### src/rtl/bcd_digit_packer_if.sv
// Digit-entry and packed-result handshake bundle for bcd_digit_packer.
// slave is the packer itself; master is the keypad/serial source plus the downstream converter.
interface bcd_digit_packer_if;
   logic [3:0] digit_in;
   logic       digit_valid;
   logic       digit_ready;
   logic       enter;
   logic       clear;
   logic [7:0] bcd_out;
   logic       out_valid;
   logic       out_ready;
   logic       err_valid;
   logic [1:0] err_code;

   modport slave (
      input  digit_in, digit_valid, enter, clear, out_ready,
      output digit_ready, bcd_out, out_valid, err_valid, err_code
   );

   modport master (
      output digit_in, digit_valid, enter, clear, out_ready,
      input  digit_ready, bcd_out, out_valid, err_valid, err_code
   );
endinterface

### src/rtl/bcd_digit_packer.sv
// Assembles BCD digits calculator-style into a packed two-digit byte and
// presents it, range-checked against MAX_VAL, over a valid/ready output.
module bcd_digit_packer #(
   parameter int unsigned MAX_VAL = 15
) (
   input  logic               clk,
   input  logic               rst,
   bcd_digit_packer_if.slave  bus
);
   typedef enum logic [1:0] {EMPTY, ONE, TWO, HOLD} state_t;

   localparam logic [6:0] MAX_V = 7'(MAX_VAL);
   localparam logic [1:0] ERR_DIGIT = 2'b01;
   localparam logic [1:0] ERR_OVF   = 2'b10;
   localparam logic [1:0] ERR_EMPTY = 2'b11;

   state_t     state_reg, state_next;
   logic [3:0] tens_reg, tens_next;
   logic [3:0] ones_reg, ones_next;
   logic [7:0] bcd_reg, bcd_next;
   logic       out_valid_reg, out_valid_next;
   logic       err_valid_reg, err_valid_next;
   logic [1:0] err_code_reg, err_code_next;

   logic       dig_xfer, dig_ok, dig_bad;
   state_t     cand_state;
   logic [3:0] cand_tens, cand_ones;
   logic       cand_empty;
   logic [6:0] cand_value;

   assign bus.digit_ready = (state_reg != HOLD);
   assign bus.bcd_out     = bcd_reg;
   assign bus.out_valid   = out_valid_reg;
   assign bus.err_valid   = err_valid_reg;
   assign bus.err_code    = err_code_reg;

   assign dig_xfer = bus.digit_valid & bus.digit_ready;
   assign dig_ok   = dig_xfer & (bus.digit_in <= 4'd9);
   assign dig_bad  = dig_xfer & (bus.digit_in > 4'd9);

   // Candidate value includes a digit accepted in the same cycle as enter.
   always_comb begin
      cand_state = state_reg;
      cand_tens  = tens_reg;
      cand_ones  = ones_reg;
      if (dig_ok) begin
         cand_tens = (state_reg == EMPTY) ? 4'd0 : ones_reg;
         cand_ones = bus.digit_in;
         cand_state = (state_reg == EMPTY) ? ONE : TWO;
      end
      cand_empty = (state_reg == EMPTY) && !dig_ok;
      cand_value = 7'(cand_tens) * 7'd10 + 7'(cand_ones);
   end

   always_comb begin
      state_next     = state_reg;
      tens_next      = tens_reg;
      ones_next      = ones_reg;
      bcd_next       = bcd_reg;
      out_valid_next = out_valid_reg;
      err_valid_next = 1'b0;
      err_code_next  = err_code_reg;

      if (bus.clear) begin
         state_next     = EMPTY;
         tens_next      = 4'd0;
         ones_next      = 4'd0;
         out_valid_next = 1'b0;
      end else if (state_reg == HOLD) begin
         if (bus.out_ready) begin
            state_next     = EMPTY;
            tens_next      = 4'd0;
            ones_next      = 4'd0;
            out_valid_next = 1'b0;
         end
      end else begin
         state_next = cand_state;
         tens_next  = cand_tens;
         ones_next  = cand_ones;
         if (dig_bad) begin
            err_valid_next = 1'b1;
            err_code_next  = ERR_DIGIT;
         end
         // A failing commit overrides the invalid-digit code in the same cycle.
         if (bus.enter) begin
            if (cand_empty) begin
               err_valid_next = 1'b1;
               err_code_next  = ERR_EMPTY;
            end else if (cand_value > MAX_V) begin
               err_valid_next = 1'b1;
               err_code_next  = ERR_OVF;
               tens_next      = 4'd0;
               ones_next      = 4'd0;
               state_next     = EMPTY;
            end else begin
               bcd_next       = {cand_tens, cand_ones};
               out_valid_next = 1'b1;
               state_next     = HOLD;
            end
         end
      end
   end

   always_ff @(posedge clk or posedge rst) begin
      if (rst) begin
         state_reg     <= EMPTY;
         tens_reg      <= 4'd0;
         ones_reg      <= 4'd0;
         bcd_reg       <= 8'h00;
         out_valid_reg <= 1'b0;
         err_valid_reg <= 1'b0;
         err_code_reg  <= 2'b00;
      end else begin
         state_reg     <= state_next;
         tens_reg      <= tens_next;
         ones_reg      <= ones_next;
         bcd_reg       <= bcd_next;
         out_valid_reg <= out_valid_next;
         err_valid_reg <= err_valid_next;
         err_code_reg  <= err_code_next;
      end
   end
endmodule

### src/flat_wrapper.sv
// flat-port wrapper written by rule: the top's interface ports become plain ports
module bcd_digit_packer_flat 
#(
   parameter int unsigned MAX_VAL = 15
)
  (clk, rst, bus_digit_in, bus_digit_valid, bus_enter, bus_clear, bus_out_ready, bus_digit_ready, bus_bcd_out, bus_out_valid, bus_err_valid, bus_err_code);
  bcd_digit_packer_if bus_i ();
  input  logic clk;
  input  logic rst;
  input wire logic [$bits(bus_i.digit_in)-1:0] bus_digit_in;
  input wire logic [$bits(bus_i.digit_valid)-1:0] bus_digit_valid;
  input wire logic [$bits(bus_i.enter)-1:0] bus_enter;
  input wire logic [$bits(bus_i.clear)-1:0] bus_clear;
  input wire logic [$bits(bus_i.out_ready)-1:0] bus_out_ready;
  output wire logic [$bits(bus_i.digit_ready)-1:0] bus_digit_ready;
  output wire logic [$bits(bus_i.bcd_out)-1:0] bus_bcd_out;
  output wire logic [$bits(bus_i.out_valid)-1:0] bus_out_valid;
  output wire logic [$bits(bus_i.err_valid)-1:0] bus_err_valid;
  output wire logic [$bits(bus_i.err_code)-1:0] bus_err_code;
  assign bus_i.digit_in = bus_digit_in;
  assign bus_i.digit_valid = bus_digit_valid;
  assign bus_i.enter = bus_enter;
  assign bus_i.clear = bus_clear;
  assign bus_i.out_ready = bus_out_ready;
  assign bus_digit_ready = bus_i.digit_ready;
  assign bus_bcd_out = bus_i.bcd_out;
  assign bus_out_valid = bus_i.out_valid;
  assign bus_err_valid = bus_i.err_valid;
  assign bus_err_code = bus_i.err_code;
  bcd_digit_packer #(.MAX_VAL(MAX_VAL)) u_core (.clk(clk), .rst(rst), .bus(bus_i));
endmodule
### config.mk
export PLATFORM = sky130hd
export DESIGN_NAME = bcd_digit_packer_flat
export DESIGN_NICKNAME = d
export VERILOG_FILES = /design/src/rtl/bcd_digit_packer_if.sv /design/src/rtl/bcd_digit_packer.sv /design/src/flat_wrapper.sv
export SDC_FILE = /design/constraint.sdc
export NUM_CORES = 1
export LEC_CHECK = 0
export ABC_AREA = 1
export BUFFER_PORTS_ARGS = -buffer_cell sky130_fd_sc_hd__buf_4
export CAP_MARGIN = 0
export CORE_ASPECT_RATIO = 0.9
export CORE_MARGIN = 1
export CORE_UTILIZATION = 45
export DETAILED_ROUTE_END_ITERATION = 10
export PLACE_DENSITY_LB_ADDON = 0.3
export SLEW_MARGIN = 0
export SYNTH_ARGS = -nofsm -noshare
export SYNTH_HDL_FRONTEND = slang
export SYNTH_SLANG_ARGS = --single-unit
### constraint.sdc
create_clock -name clk -period 3 [get_ports clk]
set_clock_uncertainty 0.2 [all_clocks]
set_input_delay 0.15 -clock clk [delete_from_list [all_inputs] [get_ports clk]]
set_output_delay 0.15 -clock clk [all_outputs]
set_load 0.02 [all_outputs]
==> impl_metrics.env <==
export IMPL_status="complete, but fails checks"
export IMPL_violations="hold timing, setup timing"
export IMPL_fin_crit_sh_pct=105.8
export IMPL_place_gp_congestion=0.9088
export IMPL_synth_ff_type="dfrtp_1"
export IMPL_num_rows=19
export IMPL_synth_edf_count=0
export IMPL_final_core_util_pct=68.87
export IMPL_ys_seq_elements=22
export IMPL_tightest_slew_ns=0.8320
export IMPL_cts_root_buf="clkbuf_4"
export IMPL_syn_to_final_growth_pct=45.64
export IMPL_endpoint_kind="register"
export IMPL_hold_viol=1
export IMPL_drt_wl_total_mm=3.870
export IMPL_synth_nets=195
export IMPL_final_layout_size_suffix_gt1_share_pct=44.67
export IMPL_via_count=1435
export IMPL_fin_crit_ns=3.174
export IMPL_holdPathEnd="u_core.bus.bcd_out[0]"
export IMPL_synth_distinct_cells=27
export IMPL_largest_register_ffs=8
export IMPL_crit_path_max_incr_delay_ns=0.54
export IMPL_cpMaxStageDelayCell="fa_1"
export IMPL_fp_dieW_um=61.84
export IMPL_coreArea_um2=3067
export IMPL_nets=260
export IMPL_grt_pass1_wl_mm=6.230
export IMPL_cts_tree="yes"
export IMPL_total_power_w=0.001084
export IMPL_rsz0062_at_grt="yes"
export IMPL_ff2ff_setup_slack_ns=-0.17
export IMPL_fin_area_um2=2112
export IMPL_grt_overflow=0
export IMPL_post_drt_wl_per_cell_um=13.53
export IMPL_fp_dieArea_um2=3454
export IMPL_path_clk_slew_ns=0.14
export IMPL_antennaDiodeCount=0
export IMPL_cts_max_path_buffers=2
export IMPL_clock_sinks=22
export IMPL_syn_inst=180
export IMPL_syn_area_um2=1450
export IMPL_first_pass_iters=4
export IMPL_place_area_um2=1886
export IMPL_synth_avg_cell_area_um2=8.056
export IMPL_final_common_cell="buf_4"
export IMPL_start_kind="register"
export IMPL_worstSkewPairLatency_ns=0.33
export IMPL_finalNonFillerCells=286
export IMPL_cp_data_arrival_time_ns=3.25
export IMPL_layout_common_cells="buf_4 (56), nand2_1 (42), inv_1 (24), dfrtp_1 (21), nor2_1 (14)"
export IMPL_setup_ws_ns=-0.1739
export IMPL_worst_r2r_cell_count=14
export IMPL_place_hpwl_mm=2.809
export IMPL_worstPathCellList="a21oi_4 -> nand2_4 -> a22oi_2 -> xor2_1 -> ha_1 -> inv_1 -> fa_1 -> inv_2 -> nand3b_1 -> nand4_1 -> nand2_4 -> buf_12 -> nand3_4 -> o21ai_2"
export IMPL_cp_top_family="simple AND/OR/NAND/NOR gates"
export IMPL_place_inst=271
export IMPL_whs_path_depth=3
export IMPL_rr_endpoint="u_core.bus.bcd_out[0]"
export IMPL_critical_path_class="reg2reg"
export IMPL_drt_iter0_drc=56
export IMPL_cts_buffers=3
export IMPL_yosysSeqAreaShare_pct=37.96
export IMPL_htreeDepth=1
export IMPL_ant_nets=0
export IMPL_p_per_area_nw_per_um2=513.3
export IMPL_initial_core_util_pct=47.29
export IMPL_leakage_nw=1.096
export IMPL_ys_warn_count=0
export IMPL_setup_viol=22
export IMPL_route_detailed_drc=0
export IMPL_max_slew_margin_rel_pct=44.48
export IMPL_antenna_found_initial=0
export IMPL_timing_rr_start="u_core.state_reg[0]"
export IMPL_worstPathMaxFanout=8
export IMPL_clock_fmax_mhz=315.1
export IMPL_grt_pass1_vias=1408
export IMPL_crit_path_frequent_cell="nand2_4"
export IMPL_routed_via_density=5.017
export IMPL_required_ns=3.07
export IMPL_pin_count=23
export IMPL_async_flop_share_pct=100.0
export IMPL_hold_path_startpoint="bus_digit_in[0]"
export IMPL_hold_worst_slack_ns=-0.01281
export IMPL_max_cap_violations=0
export IMPL_cp_depth=14
export IMPL_holdCritPathClass="in2reg"
export IMPL_die_h_um=55.86
export IMPL_port_buffers=22
export IMPL_ir_drop_uv=287.9
export IMPL_grtUsageTotal_pct=24.46
export IMPL_drv_slew=0
export IMPL_grt_max_degree=23
export IMPL_critPathBufInv=3
-- layout make-up --
cell class,count,area (um2)
fill,226,954.7
multi-input combinational,131,883.3
sequential,22,551.8
timing repair buffer,60,470.5
inverter,27,101.3
tap,42,52.55
clock inverter,1,30.03
clock buffer,3,22.52
-- cells by family (layout without fill, tap and decap cells) --
| family | count (synthesis) | after routing | share of synthesized area [%] |
|---|---|---|---|
| simple gates | 96 | 98 | 33.05 |
| buf+inv | 29 | 91 | 8.542 |
| compound gates | 25 | 25 | 13.29 |
| flops | 22 | 22 | 37.96 |
| fa+ha+maj | 5 | 5 | 5.350 |
| xor+xnor | 3 | 3 | 1.812 |
-- stage by stage --
stage / setup TNS, ns / setup slack [ns]
after floorplan: -0.08601 / -0.05276
after global placement: -0.3198 / -0.03853
after detailed placement: -1.781 / -0.1425
after CTS: -2.090 / -0.1403
after global routing: -7.517 / -0.3753
final: -3.016 / -0.1739
-- routing by layer --
layer	up-vias	part of all wire (%)	global-route usage [%]
li1	701	-	-
met5	-	0	0
met1	682	43	31.31
met4	0	0.67	5.397
met2	48	51	41.32
met3	4	5.4	5.349
-- cell usage after synthesis (3+ instances only) --
cell,number,area [um2]
nor3_1,3,15.01
xor2_1,3,26.28
ha_1,3,37.54
o21ai_0,4,20.02
nand2_4,3,33.78
o21ai_2,8,70.07
a21oi_1,6,30.03
inv_1,25,93.84
nor2_1,16,60.06
nand3_1,11,55.05
nand2_2,7,43.79
dfrtp_1,22,550.5
nand2_1,48,180.2
-- worst max-delay path by stage --
stage	slack, ns	to	startpoint
2_1_floorplan	-0.05	u_core.bus.bcd_out[3]	u_core.state_reg[0]
3_3_place_gp	-0.04	u_core.bus.bcd_out[0]	u_core.state_reg[0]
3_5_place_dp	-0.14	u_core.bus.bcd_out[6]	u_core.state_reg[0]
4_1_cts	-0.14	u_core.bus.bcd_out[0]	u_core.state_reg[1]
5_1_grt	-0.38	u_core.bus.bcd_out[0]	u_core.state_reg[0]
6_report	-0.17	u_core.bus.bcd_out[0]	u_core.state_reg[0]
-- worst register-to-register path, stage by stage (launching register included) --
cell and delay, ns:
dfrtp_1 0.46, a21oi_4 0.21, nand2_4 0.12, a22oi_2 0.21, xor2_1 0.19, ha_1 0.17, inv_1 0.05, fa_1 0.54
inv_2 0.06, nand3b_1 0.11, nand4_1 0.21, nand2_4 0.17, buf_12 0.12, nand3_4 0.15, o21ai_2 0.18
-- power by group --
group	internal (W)	switching, W
logic	0.000207	0.000255
registers	0.000346	0.0000368
clock network	0.000135	0.000104
total	0.000688	0.000396
-- repair_timing --
item / 4_1_cts / 5_1_grt
resized for setup: 4 / 13
hold endpoints to repair: 31 / 0
pin swaps: 1 / 7
hold buffers: 3 / 0
cloned: 1 / 1
endpoints found under the setup margin: 22 / 22
buffers inserted: 2 / 4
(Power assumes the default switching activity.)
